==> src/rtl/load_store_unit_if.sv <==
// Request/response handshake and data-memory word port of the load/store unit.
// The slave modport is the unit; the master modport is the CPU and memory side.
interface load_store_unit_if;
  logic        req_valid;
  logic        req_ready;
  logic        req_we;
  logic [2:0]  req_funct3;
  logic [31:0] req_addr;
  logic [31:0] req_wdata;
  logic        rsp_valid;
  logic        rsp_ready;
  logic [31:0] rsp_data;
  logic        rsp_err;
  logic [31:0] mem_address;
  logic [31:0] mem_write_data;
  logic        mem_write_enable;
  logic [31:0] mem_read_data;

  modport slave (
    input  req_valid, req_we, req_funct3, req_addr, req_wdata, rsp_ready, mem_read_data,
    output req_ready, rsp_valid, rsp_data, rsp_err, mem_address, mem_write_data,
    output mem_write_enable
  );

  modport master (
    output req_valid, req_we, req_funct3, req_addr, req_wdata, rsp_ready, mem_read_data,
    input  req_ready, rsp_valid, rsp_data, rsp_err, mem_address, mem_write_data,
    input  mem_write_enable
  );
endinterface

==> src/rtl/load_store_unit.sv <==
// RV32I load/store unit: one request at a time, sub-word loads extracted and extended,
// sub-word stores done as read-modify-write on a word-addressed memory.
module load_store_unit #(
  parameter int unsigned WORDS = 64
) (
  input logic               clk,
  input logic               rst,
  load_store_unit_if.slave  bus
);

  localparam logic [31:0] AddrLimit = 32'(4 * WORDS);

  typedef enum logic [2:0] {StIdle, StLoad, StStoreRd, StStoreWr, StResp} state_e;

  state_e      state_q;
  logic [2:0]  funct3_q;
  logic [1:0]  addr_lo_q;
  logic [15:0] wdata_lo_q;
  logic        req_ready_q;
  logic        rsp_valid_q;
  logic        rsp_err_q;
  logic [31:0] rsp_data_q;
  logic [31:0] mem_address_q;
  logic [31:0] mem_write_data_q;
  logic        mem_write_enable_q;

  logic        illegal;
  logic        out_of_range;
  logic        misaligned;
  logic        req_err;
  logic [7:0]  lane_byte;
  logic [15:0] lane_half;
  logic [31:0] load_val;
  logic [31:0] merged;

  always_comb begin
    if (bus.req_we) illegal = bus.req_funct3 > 3'd2;
    else            illegal = bus.req_funct3 inside {3'b011, 3'b110, 3'b111};
    out_of_range = bus.req_addr >= AddrLimit;
    case (bus.req_funct3[1:0])
      2'b01:   misaligned = bus.req_addr[0];
      2'b10:   misaligned = |bus.req_addr[1:0];
      default: misaligned = 1'b0;
    endcase
    req_err = illegal | out_of_range | misaligned;
  end

  always_comb begin
    lane_byte = 8'(bus.mem_read_data >> {addr_lo_q, 3'b000});
    lane_half = 16'(bus.mem_read_data >> {addr_lo_q[1], 4'b0000});
    case (funct3_q)
      3'b000:  load_val = {{24{lane_byte[7]}}, lane_byte};
      3'b001:  load_val = {{16{lane_half[15]}}, lane_half};
      3'b100:  load_val = {24'h0, lane_byte};
      3'b101:  load_val = {16'h0, lane_half};
      default: load_val = bus.mem_read_data;
    endcase
    // Only the addressed lane is replaced; the rest comes from the word just read.
    merged = bus.mem_read_data;
    if (funct3_q[0]) merged[{addr_lo_q[1], 4'b0000} +: 16] = wdata_lo_q;
    else             merged[{addr_lo_q, 3'b000} +: 8]    = wdata_lo_q[7:0];
  end

  always_ff @(posedge clk) begin
    if (rst) begin
      state_q            <= StIdle;
      funct3_q           <= 3'b000;
      addr_lo_q          <= 2'b00;
      wdata_lo_q         <= 16'h0;
      req_ready_q        <= 1'b1;
      rsp_valid_q        <= 1'b0;
      rsp_err_q          <= 1'b0;
      rsp_data_q         <= 32'h0;
      mem_address_q      <= 32'h0;
      mem_write_data_q   <= 32'h0;
      mem_write_enable_q <= 1'b0;
    end else begin
      mem_write_enable_q <= 1'b0;
      unique case (state_q)
        StIdle: begin
          if (bus.req_valid) begin
            req_ready_q   <= 1'b0;
            funct3_q      <= bus.req_funct3;
            addr_lo_q     <= bus.req_addr[1:0];
            wdata_lo_q    <= bus.req_wdata[15:0];
            mem_address_q <= {bus.req_addr[31:2], 2'b00};
            rsp_data_q    <= 32'h0;
            rsp_err_q     <= 1'b0;
            if (req_err) begin
              rsp_err_q   <= 1'b1;
              rsp_valid_q <= 1'b1;
              state_q     <= StResp;
            end else if (!bus.req_we) begin
              state_q <= StLoad;
            end else if (bus.req_funct3 == 3'b010) begin
              mem_write_data_q   <= bus.req_wdata;
              mem_write_enable_q <= 1'b1;
              state_q            <= StStoreWr;
            end else begin
              state_q <= StStoreRd;
            end
          end
        end
        StLoad: begin
          rsp_data_q  <= load_val;
          rsp_valid_q <= 1'b1;
          state_q     <= StResp;
        end
        StStoreRd: begin
          mem_write_data_q   <= merged;
          mem_write_enable_q <= 1'b1;
          state_q            <= StStoreWr;
        end
        StStoreWr: begin
          rsp_valid_q <= 1'b1;
          state_q     <= StResp;
        end
        StResp: begin
          if (bus.rsp_ready) begin
            rsp_valid_q <= 1'b0;
            req_ready_q <= 1'b1;
            state_q     <= StIdle;
          end
        end
        default: state_q <= StIdle;
      endcase
    end
  end

  assign bus.req_ready        = req_ready_q;
  assign bus.rsp_valid        = rsp_valid_q;
  assign bus.rsp_data         = rsp_data_q;
  assign bus.rsp_err          = rsp_err_q;
  assign bus.mem_address      = mem_address_q;
  assign bus.mem_write_data   = mem_write_data_q;
  // Reset suppresses a pending write pulse within the reset cycle itself.
  assign bus.mem_write_enable = mem_write_enable_q & ~rst;

endmodule

==> src/flat_wrapper.sv <==
// flat-port wrapper written by rule: the top's interface ports become plain ports
module load_store_unit_flat 
#(
  parameter int unsigned WORDS = 64
)
  (clk, rst, bus_req_valid, bus_req_we, bus_req_funct3, bus_req_addr, bus_req_wdata, bus_rsp_ready, bus_mem_read_data, bus_req_ready, bus_rsp_valid, bus_rsp_data, bus_rsp_err, bus_mem_address, bus_mem_write_data, bus_mem_write_enable);
  load_store_unit_if bus_i ();
  input logic clk;
  input logic rst;
  input wire logic [$bits(bus_i.req_valid)-1:0] bus_req_valid;
  input wire logic [$bits(bus_i.req_we)-1:0] bus_req_we;
  input wire logic [$bits(bus_i.req_funct3)-1:0] bus_req_funct3;
  input wire logic [$bits(bus_i.req_addr)-1:0] bus_req_addr;
  input wire logic [$bits(bus_i.req_wdata)-1:0] bus_req_wdata;
  input wire logic [$bits(bus_i.rsp_ready)-1:0] bus_rsp_ready;
  input wire logic [$bits(bus_i.mem_read_data)-1:0] bus_mem_read_data;
  output wire logic [$bits(bus_i.req_ready)-1:0] bus_req_ready;
  output wire logic [$bits(bus_i.rsp_valid)-1:0] bus_rsp_valid;
  output wire logic [$bits(bus_i.rsp_data)-1:0] bus_rsp_data;
  output wire logic [$bits(bus_i.rsp_err)-1:0] bus_rsp_err;
  output wire logic [$bits(bus_i.mem_address)-1:0] bus_mem_address;
  output wire logic [$bits(bus_i.mem_write_data)-1:0] bus_mem_write_data;
  output wire logic [$bits(bus_i.mem_write_enable)-1:0] bus_mem_write_enable;
  assign bus_i.req_valid = bus_req_valid;
  assign bus_i.req_we = bus_req_we;
  assign bus_i.req_funct3 = bus_req_funct3;
  assign bus_i.req_addr = bus_req_addr;
  assign bus_i.req_wdata = bus_req_wdata;
  assign bus_i.rsp_ready = bus_rsp_ready;
  assign bus_i.mem_read_data = bus_mem_read_data;
  assign bus_req_ready = bus_i.req_ready;
  assign bus_rsp_valid = bus_i.rsp_valid;
  assign bus_rsp_data = bus_i.rsp_data;
  assign bus_rsp_err = bus_i.rsp_err;
  assign bus_mem_address = bus_i.mem_address;
  assign bus_mem_write_data = bus_i.mem_write_data;
  assign bus_mem_write_enable = bus_i.mem_write_enable;
  load_store_unit #(.WORDS(WORDS)) u_core (.clk(clk), .rst(rst), .bus(bus_i));
endmodule
==> config.mk <==
export PLATFORM = sky130hd
export DESIGN_NAME = load_store_unit_flat
export DESIGN_NICKNAME = d
export VERILOG_FILES = /design/src/rtl/load_store_unit_if.sv /design/src/rtl/load_store_unit.sv /design/src/flat_wrapper.sv
export SDC_FILE = /design/constraint.sdc
export NUM_CORES = 1
export LEC_CHECK = 0
export ABC_AREA = 1
export CAP_MARGIN = 20
export CORE_MARGIN = 2
export CORE_UTILIZATION = 48
export DETAILED_ROUTE_END_ITERATION = 7
export GPL_TIMING_DRIVEN = 0
export HOLD_SLACK_MARGIN = 0.12
export PLACE_DENSITY = 0.78
export SLEW_MARGIN = 20
export SYNTH_ARGS = -nofsm -noshare
export SYNTH_HDL_FRONTEND = slang
export SYNTH_SLANG_ARGS = --single-unit
export TNS_END_PERCENT = 50
==> constraint.sdc <==
create_clock -name clk -period 2.6 [get_ports clk]
set_input_delay 0.52 -clock clk [delete_from_list [all_inputs] [get_ports clk]]
set_output_delay 0.52 -clock clk [all_outputs]
set_load 0.01 [all_outputs]
## After elaboration in Yosys (flattened, before gate mapping)

Index checks and enable logic that the tools add are counted.

| cells by class | value |
|---|---|
| $add $sub $neg | 2 |
| magnitude comparators | 2 |
| eq/ne operators | 19 |
| shift-type cells | 6 |
| mux-type cells | 32 |
| bitwise operators | 4 |
| reductions and logical operators | 15 |

Operator list:

| cell | count |
|---|---|
| two-way mux 32 bit | 6 |
| one-hot mux 32 bit (2 select lines) | 2 |
| one-hot mux 32 bit (4 select lines) | 1 |
| bitwise mux 32 bit | 2 |
| >= comparator 32 x 9 -> 1 bit (second input constant) | 1 |
| variable shift 16 x 7 -> 32 bit (first input constant) | 1 |
| variable shift 8 x 7 -> 32 bit (first input constant) | 1 |
| indexed part select 16 x 7 -> 32 bit | 1 |
| indexed part select 8 x 7 -> 32 bit | 1 |
| >> shifter 32 x 5 -> 16 bit | 1 |
| >> shifter 32 x 5 -> 8 bit | 1 |
| == test 3 bit (second input constant) | 5 |
| negation 5 -> 7 bit | 2 |
| == test 3 x 2 -> 1 bit (second input constant) | 4 |
| two-way mux 1 bit | 12 |
| two-way mux 3 bit | 4 |
| one-hot mux 3 bit (4 select lines) | 1 |
| inequality test 2 bit (second input constant) | 4 |
| == test 3 x 1 -> 1 bit (second input constant) | 2 |
| logical NOT 3 bit | 2 |
| one-hot mux 1 bit (2 select lines) | 3 |
| AND reduction 2 bit | 3 |
| nonzero test 2 bit | 3 |
| nonzero test 3 bit | 2 |
| 12 further kinds | 15 |

| storage, ports and cells | value |
|---|---|
| flip-flop bits (word level) | 122 |
| bits of input ports | 104 |
| output and inout bits | 100 |
| logic and storage cells | 91 |

## Longest topological paths before layout

Gate-level depths: netlist (run 1).

| depth | value |
|---|---|
| word-level depth | 8 |
| mapped depth | 14 |
| depth with buffers taken out | 12 |

## Worst setup path after synthesis (run 1)

No wires, ideal clock.

| timing path | value |
|---|---|
| kind | reg-to-reg |
| from | register u_core.addr_lo_q[1] |
| to | register u_core.mem_write_data_q[14] (netlist: u_core.bus.mem_write_data[14]) |
| library setup time | 0.064 ns |
| arrival | 2.031 ns |
| data required time | 2.536 ns |
| setup slack | 0.505 ns |
| stages on the path, launching flop included | 15 |
| buffers on the path | 3 |
| clock period less this slack | 2.095 ns |
| cells stage by stage | dfxtp_1 > clkinv_1 > buf_2 > ha_1 > buf_2 > inv_1 > buf_4 > nand2_1 > nor2_1 > nand2_1 > a21oi_1 > a21oi_1 > nand3_1 > nand2_1 > nor2_1 |

| on the way | value |
|---|---|
| longest elaborated chain between the ends | 5 |
| elaborated cells on any way between the ends | 10 |
| classes of those cells | add/sub (2); shift (4); mux (4) |

Ends and longest elaborated chain:

| what | line | RTL |
|---|---|---|
| start: declaration | load_store_unit.sv:17 | `logic [1:0] addr_lo_q;` |
| start signal: assignment | load_store_unit.sv:84 | `addr_lo_q <= bus.req_addr[1:0];` |
| negation 5 -> 7 bit (on tied branches) | load_store_unit.sv:60, load_store_unit.sv:61 |  |
| indexed part select 16 x 7 -> 32 bit, or another cell as far along | load_store_unit.sv:60 | `if (funct3_q[0]) merged[{addr_lo_q[1], 4'b0000} +: 16] = wdata_lo_q;` |
| bitwise mux 32 bit (on tied branches) | load_store_unit.sv:60, load_store_unit.sv:61 |  |
| two-way mux 32 bit (*) | load_store_unit.sv:60 |  |
| one-hot mux 32 bit (2 select lines) (*) | load_store_unit.sv:79 | `unique case (state_q)` |
| end signal: assignment | load_store_unit.sv:96 | `mem_write_data_q <= bus.req_wdata;` |
| end signal: assignment | load_store_unit.sv:110 | `mem_write_data_q <= merged;` |
| end: declaration | load_store_unit.sv:24 | `logic [31:0] mem_write_data_q;` |

Every way passes the cells marked *; elsewhere a longest branch is shown, timed or not.
A chain may end at the register's enable or synchronous reset.

## Worst setup path after layout (run 1)

| timing path | value |
|---|---|
| from | register u_core.addr_lo_q[1] |
| to | register u_core.mem_write_data_q[30] (netlist: u_core.bus.mem_write_data[30]) |

The elaborated chain is that of the path after synthesis.

==> results of run 1 <==
[where the power goes]
group / switching (mW) / internal, mW / leakage, nW
Clock: 0.882 / 1.63 / 0.301
Combinational: 0.580 / 0.410 / 2.52
Sequential: 0.0552 / 1.93 / 0.994
Total: 1.52 / 3.97 / 3.82
[registers in the layout (all words and copies together) (netlist names)]
register	flops
u_core.bus.rsp_data	32
u_core.state_q	3
u_core.bus.mem_address	30
u_core.bus.rsp_err	1
u_core.bus.rsp_valid	1
u_core.mem_write_enable_q	1
u_core.funct3_q	3
u_core.bus.mem_write_data	32
u_core.bus.req_ready	1
u_core.wdata_lo_q	16
u_core.addr_lo_q	2
[critical path, stage by stage, from the launching register on]
cell and delay, ns:
dfxtp_2 0.45, inv_4 0.10, clkbuf_4 0.23, ha_1 0.20, buf_2 0.18, inv_2 0.12
buf_4 0.19, nand2_1 0.07, nor2_1 0.18, nand2_1 0.07, a21oi_1 0.25, a21oi_1 0.14
nand3_1 0.11, nand2_1 0.06, nor2_1 0.08
[cell usage in the layout, fill, tap and decap left out, types with 2 or more instances in the layout]
master,Yosys,routed
inv_2,5,6
nor2_2,1,3
nand3_1,91,91
o21ai_0,47,47
nand2_4,2,2
clkbuf_16,0,17
nor3_1,2,2
nand2_1,335,335
clkdlybuf4s50_1,0,200
dfxtp_1,122,120
clkinvlp_4,0,2
conb_1,1,2
o221ai_1,3,3
a21oi_1,229,227
buf_1,3,3
inv_1,57,55
buf_6,9,9
ha_1,8,8
bufinv_16,0,4
nand3b_1,3,3
clkbuf_1,33,34
clkinv_2,0,3
o211ai_1,4,4
nand2_2,2,2
nand4_1,2,2
clkinv_4,0,2
nor2_1,96,94
dfxtp_2,0,2
buf_4,11,14
a21oi_2,0,2
clkinv_1,3,2
buf_2,21,20
[cell families (layout without fill, tap and decap cells)]
| group | Yosys count | count (layout) | synth area share (%) |
|---|---|---|---|
| fa+ha+maj | 8 | 8 | 1.46 |
| buf+inv | 142 | 375 | 9.73 |
| simple gates | 536 | 536 | 31.9 |
| flops | 122 | 122 | 35.6 |
| other cells | 1 | 2 | 0.0546 |
| compound gates | 286 | 286 | 21.3 |
[how the worst max path moves through the flow]
stage | from | endpoint | slack, ns | cells after the start
2_1_floorplan | u_core.addr_lo_q[1] | u_core.bus.mem_write_data[14] | 0.50 | 14
3_3_place_gp | u_core.addr_lo_q[1] | u_core.bus.mem_write_data[14] | -0.22 | 14
3_5_place_dp | u_core.addr_lo_q[1] | u_core.bus.mem_write_data[14] | -0.27 | 14
4_1_cts | u_core.addr_lo_q[1] | u_core.bus.mem_write_data[14] | 0.02 | 14
5_1_grt | u_core.addr_lo_q[1] | u_core.bus.mem_write_data[30] | 0.02 | 14
6_report | u_core.addr_lo_q[1] | u_core.bus.mem_write_data[30] | 0.11 | 14
[final cells by class]
type	instances	area [µm²]	area share, %
Multi-Input combinational cell	832	3770	38.7
Timing Repair Buffer	203	2020	20.8
Clock buffer	21	450	4.62
Buffer	75	419	4.30
Clock inverter	11	169	1.73
Sequential cell	122	2440	25.1
Inverter	65	250	2.57
Tap cell	180	225	2.31
[routing by layer]
layer / vias up / track usage, %
met4: 0 / 14.3
met3: 75 / 8.33
li1: 4025 / -
met1: 3697 / 43.3
met5: - / 0
met2: 438 / 50.5
[through the flow]
stage	instance area (µm²)	hold WS, ns
floorplan	6870	0.458
finish	9760	0.451
detailed placement	9100	0.439
global placement	9100	0.438
global route	9760	0.474
CTS	9720	0.451
[timing repair]
action | CTS | global route
gates resized for setup | 2 | 9
buffers inserted | 0 | 3
setup endpoints to repair | 25 | 21
==> flow_metrics.tcl, run 1 <==
set metrics [dict create \
    status "finished clean" \
    reg2reg_depth 14 \
    firstDrtPassIters 8 \
    insertion_delay_ns 0.43 \
    die_y_um 124 \
    setup_viol 0 \
    hold_viol 0 \
    final_max_slew_viol_count 0 \
    cap_violations 0 \
    die_area_um2 15300 \
    setup_slack_ns 0.108 \
    synth_area_um2 6870 \
    start_util_pct 49.3 \
    wl_met3_mm 2.52 \
    met2_length_mm 11.0 \
    rows 43 \
    track_usage_pct 32.8 \
    p_leak_nw 3.82 \
    drt_iter0_markers 844 \
    yosysSeqAreaShare_pct 35.6 \
    synth_edf_count 0 \
    antenna_found_initial 0 \
    power_mw 5.49 \
    synth_cells 1095 \
    routedWlPerCell_um 16.6 \
    crit_type "reg2reg" \
    synth_cell_type_count 29 \
    end_kind "flip-flop" \
    antenna_cells 0 \
    crit_fanout 12 \
    async_reset_ff_share_pct 0 \
    fmax_mhz 401 \
    grt_pass1_vias 7403 \
    vias 8235 \
    cts_root_buffer "clkbuf_16" \
    tightest_slew_ns 0.770 \
    synth_area_leaders "dfxtp_1 (36%), nand2_1 (18%), a21oi_1 (17%)" \
    pre_cts_ws_ns -0.267 \
    routed_wl_mm 25.1 \
    clkSlewWorstSetupHoldPaths_ns 0.06 \
    yosysTopAreaCell "dfxtp_1" \
    worstHoldPathType "reg2reg" \
    grt_max_degree 17 \
    utilization_pct 70.0 \
    drcViolationCount 0 \
    met1_length_mm 10.6 \
    hold_path.startpoint "u_core.bus.rsp_valid" \
    place.gp.congestion 0.958 \
    fin_setup_tns_ns 0 \
    rsz0062_at_grt "no" \
    die_w_um 124 \
    dpl.hpwl_mm 18.8 \
    grt_pass1_wl_mm 38.3 \
    nets 1428 \
    worstPathRequired_ns 2.97 \
    ant_nets 0 \
    yosysMostFrequentCell "nand2_1" \
    areaGrowthSynthToFinish_pct 42.1 \
    cts_sinks 122 \
    start_kind "flip-flop" \
    period_share_pct 95.8 \
    coreArea_um2 13900 \
    synthTopCellsByCount "nand2_1 (335), a21oi_1 (229), dfxtp_1 (122)" \
    dp.cells 1476 \
    cts_buffer_depth 2 \
    top_layer "met4" \
    grt_overflow_total 0 \
    synth.top_cell.area_share_pct 35.6 \
    syn_avg_cell_area_um2 6.27 \
    r2r_end "u_core.bus.mem_write_data[30]" \
    rr_startpoint "u_core.addr_lo_q[1]" \
    maxSlewHeadroom_pct 48.7 \
    port_buffers 200 \
    h-tree-depth 4 \
    power_density_nw_per_um2 563 \
    final_layout_size_suffix_gt1_share_pct 7.15 \
    stdcell_count 1509 \
    ys_ff_latch 122 \
    synthFlopType "dfxtp_1" \
    fin_skew_ns 0.00846 \
    yosysWarningCount 0 \
    ir_drop_mv 0.451 \
    hold_end "u_core.bus.rsp_valid" \
    whs_path_depth 2 \
    critPathArrivalTime_ns 2.86 \
    rrSetupSlack_ns 0.11 \
    numCtsBuffers 17 \
    fillCellCount 1237 \
    fin_crit_ns 2.49 \
    io_pins 204 \
    cts_hold_buffers 0 \
    cts_tree "yes" \
    vias_per_cell 5.46 \
]
No activity file was read; power rests on OpenSTA's default activity.
==> run 2: changes to the inputs <==
Settings changed: CORE_MARGIN 2 to 5.
==> run 2 against run 1 <==
Net effect:
- combinational power fell by 0.5%
- maximum frequency increased by 1.1%
- design area shrank 0.32%
- via count increased by 0.18%
- first-iteration DRC count grew 13%
- critical path depth is 2 lower
- global-route usage decreased by 2.9 points
- sequential share of layout area is 0.081 points higher
- core utilization down 0.22 points
- worst hold slack better by 0.0033 ns
- clock skew is essentially flat
- power decreased by 1.0%
- highest routed layer unchanged
==> flow_metrics.tcl, run 2 (synthesized netlist as in run 1, its figures left out) <==
set metrics [dict create \
    status "finished clean" \
    die_area_um2 16800 \
    final_common_cell "nand2_1" \
    critPathSlowestCell "dfxtp_2" \
    start_util_pct 49.3 \
    grt_pass1_wl_mm 39.3 \
    end_kind "flip-flop" \
    final_design_area_no_fill_um2 9720 \
    setup_viol 0 \
    clkSlewWorstSetupHoldPaths_ns 0.06 \
    final_max_slew_viol_count 0 \
    die_y_um 130 \
    cts_hold_buffers 0 \
    grt_pass1_vias 7514 \
    routedWlPerCell_um 16.9 \
    setup_slack_ns 0.135 \
    rsz0062_at_grt "no" \
    nets 1427 \
    fin_setup_tns_ns 0 \
    layout_common_cells "nand2_1 (335), a21oi_1 (228), clkdlybuf4s50_1 (200), dfxtp_1 (120), nor2_1 (96)" \
    critical_path_buf_inv_count 2 \
    rows 43 \
    insertion_delay_ns 0.42 \
    period_share_pct 94.8 \
    cts_tree "yes" \
    pre_cts_ws_ns -0.199 \
    final_layout_size_suffix_gt1_share_pct 6.93 \
    crit_chain "inv_4 -> clkbuf_4 -> ha_1 -> nor2_1 -> nand3_1 -> nand2_1 -> nand2_1 -> nand3_1 -> o21ai_0 -> nand3_1 -> nand2_1 -> nor2_1" \
    h-tree-depth 4 \
    tightest_slew_ns 0.756 \
    ir_drop_mv 0.455 \
    io_pins 204 \
    cap_violations 0 \
    vias_per_cell 5.47 \
    fin_skew_ns 0.00868 \
    firstDrtPassIters 6 \
    critPathArrivalTime_ns 2.83 \
    port_buffers 200 \
    crit_type "reg2reg" \
    maxSlewHeadroom_pct 49.6 \
    dp.cells 1476 \
    fmax_mhz 406 \
    ant_nets 0 \
    areaGrowthSynthToFinish_pct 41.6 \
    cts_buffer_depth 2 \
    power_density_nw_per_um2 559 \
    antenna_found_initial 0 \
    max_stage_delay_ns 0.46 \
    numCtsBuffers 17 \
    routed_wl_mm 25.5 \
    die_w_um 130 \
    fin_crit_ns 2.46 \
    dpl.hpwl_mm 19.5 \
    start_kind "flip-flop" \
    crit_fanout 12 \
    coreArea_um2 13900 \
    hold_viol 0 \
    stdcell_count 1508 \
    cts_root_buffer "clkbuf_16" \
    place.gp.congestion 0.974 \
    drt_iter0_markers 954 \
    worstPathRequired_ns 2.96 \
    worstHoldPathType "reg2reg" \
    grt_max_degree 17 \
    grt_overflow_total 0 \
    drcViolationCount 0 \
    cts_sinks 122 \
    antenna_cells 0 \
    p_leak_nw 3.79 \
    vias 8250 \
    cpLargestDelayFamily "simple AND/OR/NAND/NOR gates" \
    postPlaceCellArea_um2 9100 \
    track_usage_pct 29.8 \
]
run 2: changes by cell type in the layout (fill, tap and decap cells not counted), sizes merged:
cell      previous run  this run
clkinvlp             2         5
buf                 46        44
clkinv               7         5
inv                 63        65
bufinv               4         3
clkbuf              53        52
run 2: layout make-up:
class,count,area [µm²]
timing repair buffer,201,2010
clock inverter,13,165
sequential,122,2440
fill,1267,4210
clock buffer,19,443
buffer,76,423
tap,180,225
multi-input combinational,832,3760
inverter,65,250
run 2: per-stage QoR:
| stage | power [mW] | hold WS [ns] | utilization, % |
|---|---|---|---|
| global placement | 2.97 | 0.439 | 65.3 |
| detailed placement | 2.98 | 0.444 | 65.3 |
| finish | 5.43 | 0.454 | 69.8 |
| CTS | 5.42 | 0.455 | 69.6 |
| global route | 5.63 | 0.479 | 69.8 |
| floorplan | 2.54 | 0.458 | - |
run 2: report_power, final:
group	total, mW	internal (mW)	switching [mW]
clock network	2.46	1.54	0.922
logic	0.985	0.406	0.579
registers	1.99	1.93	0.0545
total	5.43	3.88	1.56
run 2: worst min-delay path, delay by kind of cell, from the launching register on:
| family | cells | cell delay [ns] |
|---|---|---|
| flip-flops | 1 | 0.31 |
| AO/OA/AOI/OAI | 1 | 0.05 |
| buffers and inverters | 1 | 0.05 |
run 2: repair_timing:
action | in CTS | in global routing
endpoints found under the setup margin | 24 | 21
setup buffers | 0 | 1
gates resized for setup | 2 | 6
run 2: path summary, 6_finish.rpt:
path / to / startpoint / slack [ns] / depth (start not counted)
worst max register to register: u_core.bus.mem_write_data[0] / u_core.addr_lo_q[1] / 0.14 / 12
worst min-delay path: u_core.bus.rsp_valid / u_core.bus.rsp_valid / 0.45 / 2
worst min register to register: u_core.bus.rsp_valid / u_core.bus.rsp_valid / 0.45 / 2
worst max-delay path: u_core.bus.mem_write_data[0] / u_core.addr_lo_q[1] / 0.14 / 12
run 2: per-layer routing:
metal,share of wire [%],global-route usage (%),vias up
met5,0,0,-
met2,44,46.6,440
met3,11,9.98,59
met4,2.2,7.64,0
li1,-,-,4033
met1,43,39.7,3718
==> run 3: changes to the inputs <==
Settings changed: CORE_MARGIN 5 to not set, SKIP_CTS_REPAIR_TIMING set to 1.
==> run 3 against run 2 <==
Net effect:
- clock power shrank 4%
- register-to-register slack hardly changed
- worst setup slack gained 0.012 ns
- combinational power about the same
- non-clock buffer count up 3
- routed wire length fell by 1.9%
- power down 1.8%
- design area hardly changed
- final cell count is 0.20% higher
- core utilization up 0.063 points
- die area shrank 12%
- global-route usage rose by 4.5 points
- highest routed layer unchanged
==> flow_metrics.tcl, run 3 (synthesized netlist as in run 1, its figures left out) <==
set metrics [dict create \
    vias_per_cell 5.43 \
    cts_buffer_depth 2 \
    h-tree-depth 4 \
    insertion_delay_ns 0.43 \
    fin_setup_tns_ns 0 \
    drt_iter0_markers 883 \
    met2_length_mm 11.2 \
    antenna_found_initial 0 \
    power_mw 5.33 \
    final_max_slew_viol_count 0 \
    io_pins 204 \
    start_kind "flip-flop" \
    end_kind "flip-flop" \
    drcViolationCount 0 \
    worstPathRequired_ns 2.97 \
    final_design_area_no_fill_um2 9730 \
    cts_sinks 122 \
    cts_tree "yes" \
    routed_wl_mm 25.0 \
    utilization_pct 69.8 \
    tightest_slew_ns 0.722 \
    antenna_cells 0 \
    grt_pass1_wl_mm 38.8 \
    areaGrowthSynthToFinish_pct 41.7 \
    ant_nets 0 \
    die_w_um 122 \
    crit_type "reg2reg" \
    hold_path.startpoint "u_core.bus.rsp_valid" \
    grt_overflow_total 0 \
    postPlaceCellArea_um2 9100 \
    fin_crit_ns 2.45 \
    port_buffers 200 \
    setup_viol 0 \
    nets 1430 \
    rows 43 \
    place.gp.congestion 0.984 \
    fillCellCount 1314 \
    die_area_um2 14800 \
    numCtsBuffers 17 \
    hold_viol 0 \
    start_util_pct 49.3 \
    routedWlPerCell_um 16.6 \
    die_y_um 122 \
    wl_met3_mm 2.52 \
    reg2reg_depth 14 \
    top_layer "met4" \
    maxSlewHeadroom_pct 51.9 \
    period_share_pct 94.3 \
    grt_max_degree 17 \
    grt_pass1_vias 7354 \
    hold_end "u_core.bus.rsp_valid" \
    final_layout_size_suffix_gt1_share_pct 7.44 \
    rrSetupSlack_ns 0.15 \
    coreArea_um2 13900 \
    final_common_cell "nand2_1" \
    vias 8210 \
    rr_startpoint "u_core.addr_lo_q[1]" \
    p_leak_nw 3.80 \
    worstHoldPathType "reg2reg" \
    ir_drop_mv 0.449 \
    fmax_mhz 408 \
    clkSlewWorstSetupHoldPaths_ns 0.06 \
    firstDrtPassIters 6 \
    met1_length_mm 10.7 \
    fin_skew_ns 0.00830 \
    track_usage_pct 34.4 \
    stdcell_count 1511 \
    r2r_end "u_core.bus.mem_write_data[31]" \
    crit_fanout 12 \
    whs_path_depth 2 \
    dpl.hpwl_mm 18.9 \
    layout_common_cells "nand2_1 (335), a21oi_1 (227), clkdlybuf4s50_1 (200), dfxtp_1 (120), nor2_1 (94)" \
    dp.cells 1476 \
    critPathArrivalTime_ns 2.82 \
    cap_violations 0 \
    status "finished clean" \
    cts_root_buffer "clkbuf_16" \
    power_density_nw_per_um2 548 \
]
[run 3: changes by cell type in the layout (fill, tap and decap cells not counted), sizes merged]
| cell | previous run | this run |
|---|---|---|
| buf | 44 | 48 |
| clkbuf | 52 | 50 |
| clkinv | 5 | 7 |
| bufinv | 3 | 2 |
| clkinvlp | 5 | 6 |
| inv | 65 | 64 |
[run 3: final cells by class]
type | instances | area, µm² | area share (%)
well taps | 180 | 225 | 2.31
inverters | 65 | 251 | 2.58
repair buffers | 204 | 2030 | 20.9
flip-flops and latches | 122 | 2450 | 25.1
clock inverters | 14 | 145 | 1.49
plain buffers | 76 | 420 | 4.32
multi-input cells | 832 | 3770 | 38.8
clock buffers | 18 | 439 | 4.51
[run 3: worst max-delay path, cell delays in order (launching register included)]
cell        delay (ns)
dfxtp_4           0.41
clkinvlp_4        0.13
buf_2             0.23
ha_1              0.21
buf_2             0.17
inv_2             0.12
buf_4             0.18
nand2_1           0.08
nor2_1            0.17
nand2_1           0.07
a21oi_1           0.22
a21oi_1           0.07
nand3_1           0.09
nand2_1           0.11
nor2_1            0.12
[run 3: power breakdown]
group          switching [mW]  internal, mW  leakage [nW]
combinational           0.577         0.411          2.52
clock                   0.924          1.44         0.279
sequential             0.0551          1.93         0.994
total                    1.56          3.78          3.80
[run 3: worst max-delay path by stage]
stage                     slack, ns           startpoint                            end  depth (start not counted)
final                          0.15  u_core.addr_lo_q[1]  u_core.bus.mem_write_data[31]                         14
after global routing         -0.002  u_core.addr_lo_q[1]  u_core.bus.mem_write_data[31]                         14
after CTS                     -0.22  u_core.addr_lo_q[1]  u_core.bus.mem_write_data[14]                         14
after detailed placement      -0.20  u_core.addr_lo_q[1]  u_core.bus.mem_write_data[14]                         14
after global placement        -0.21  u_core.addr_lo_q[1]  u_core.bus.mem_write_data[14]                         14
after floorplan                0.50  u_core.addr_lo_q[1]  u_core.bus.mem_write_data[14]                         14
[run 3: through the flow]
step / setup slack (ns) / hold slack [ns]
after detailed placement: -0.201 / 0.442
after CTS: -0.223 / 0.449
after global routing: -0.00223 / 0.476
after global placement: -0.208 / 0.439
final: 0.147 / 0.454
after floorplan: 0.505 / 0.458
[run 3: per-layer routing]
metal | GRT usage (%) | vias to the layer above
met4 | 13.7 | 0
met2 | 53.5 | 423
met5 | 0 | -
met1 | 44.8 | 3702
li1 | - | 4023
met3 | 9.55 | 62
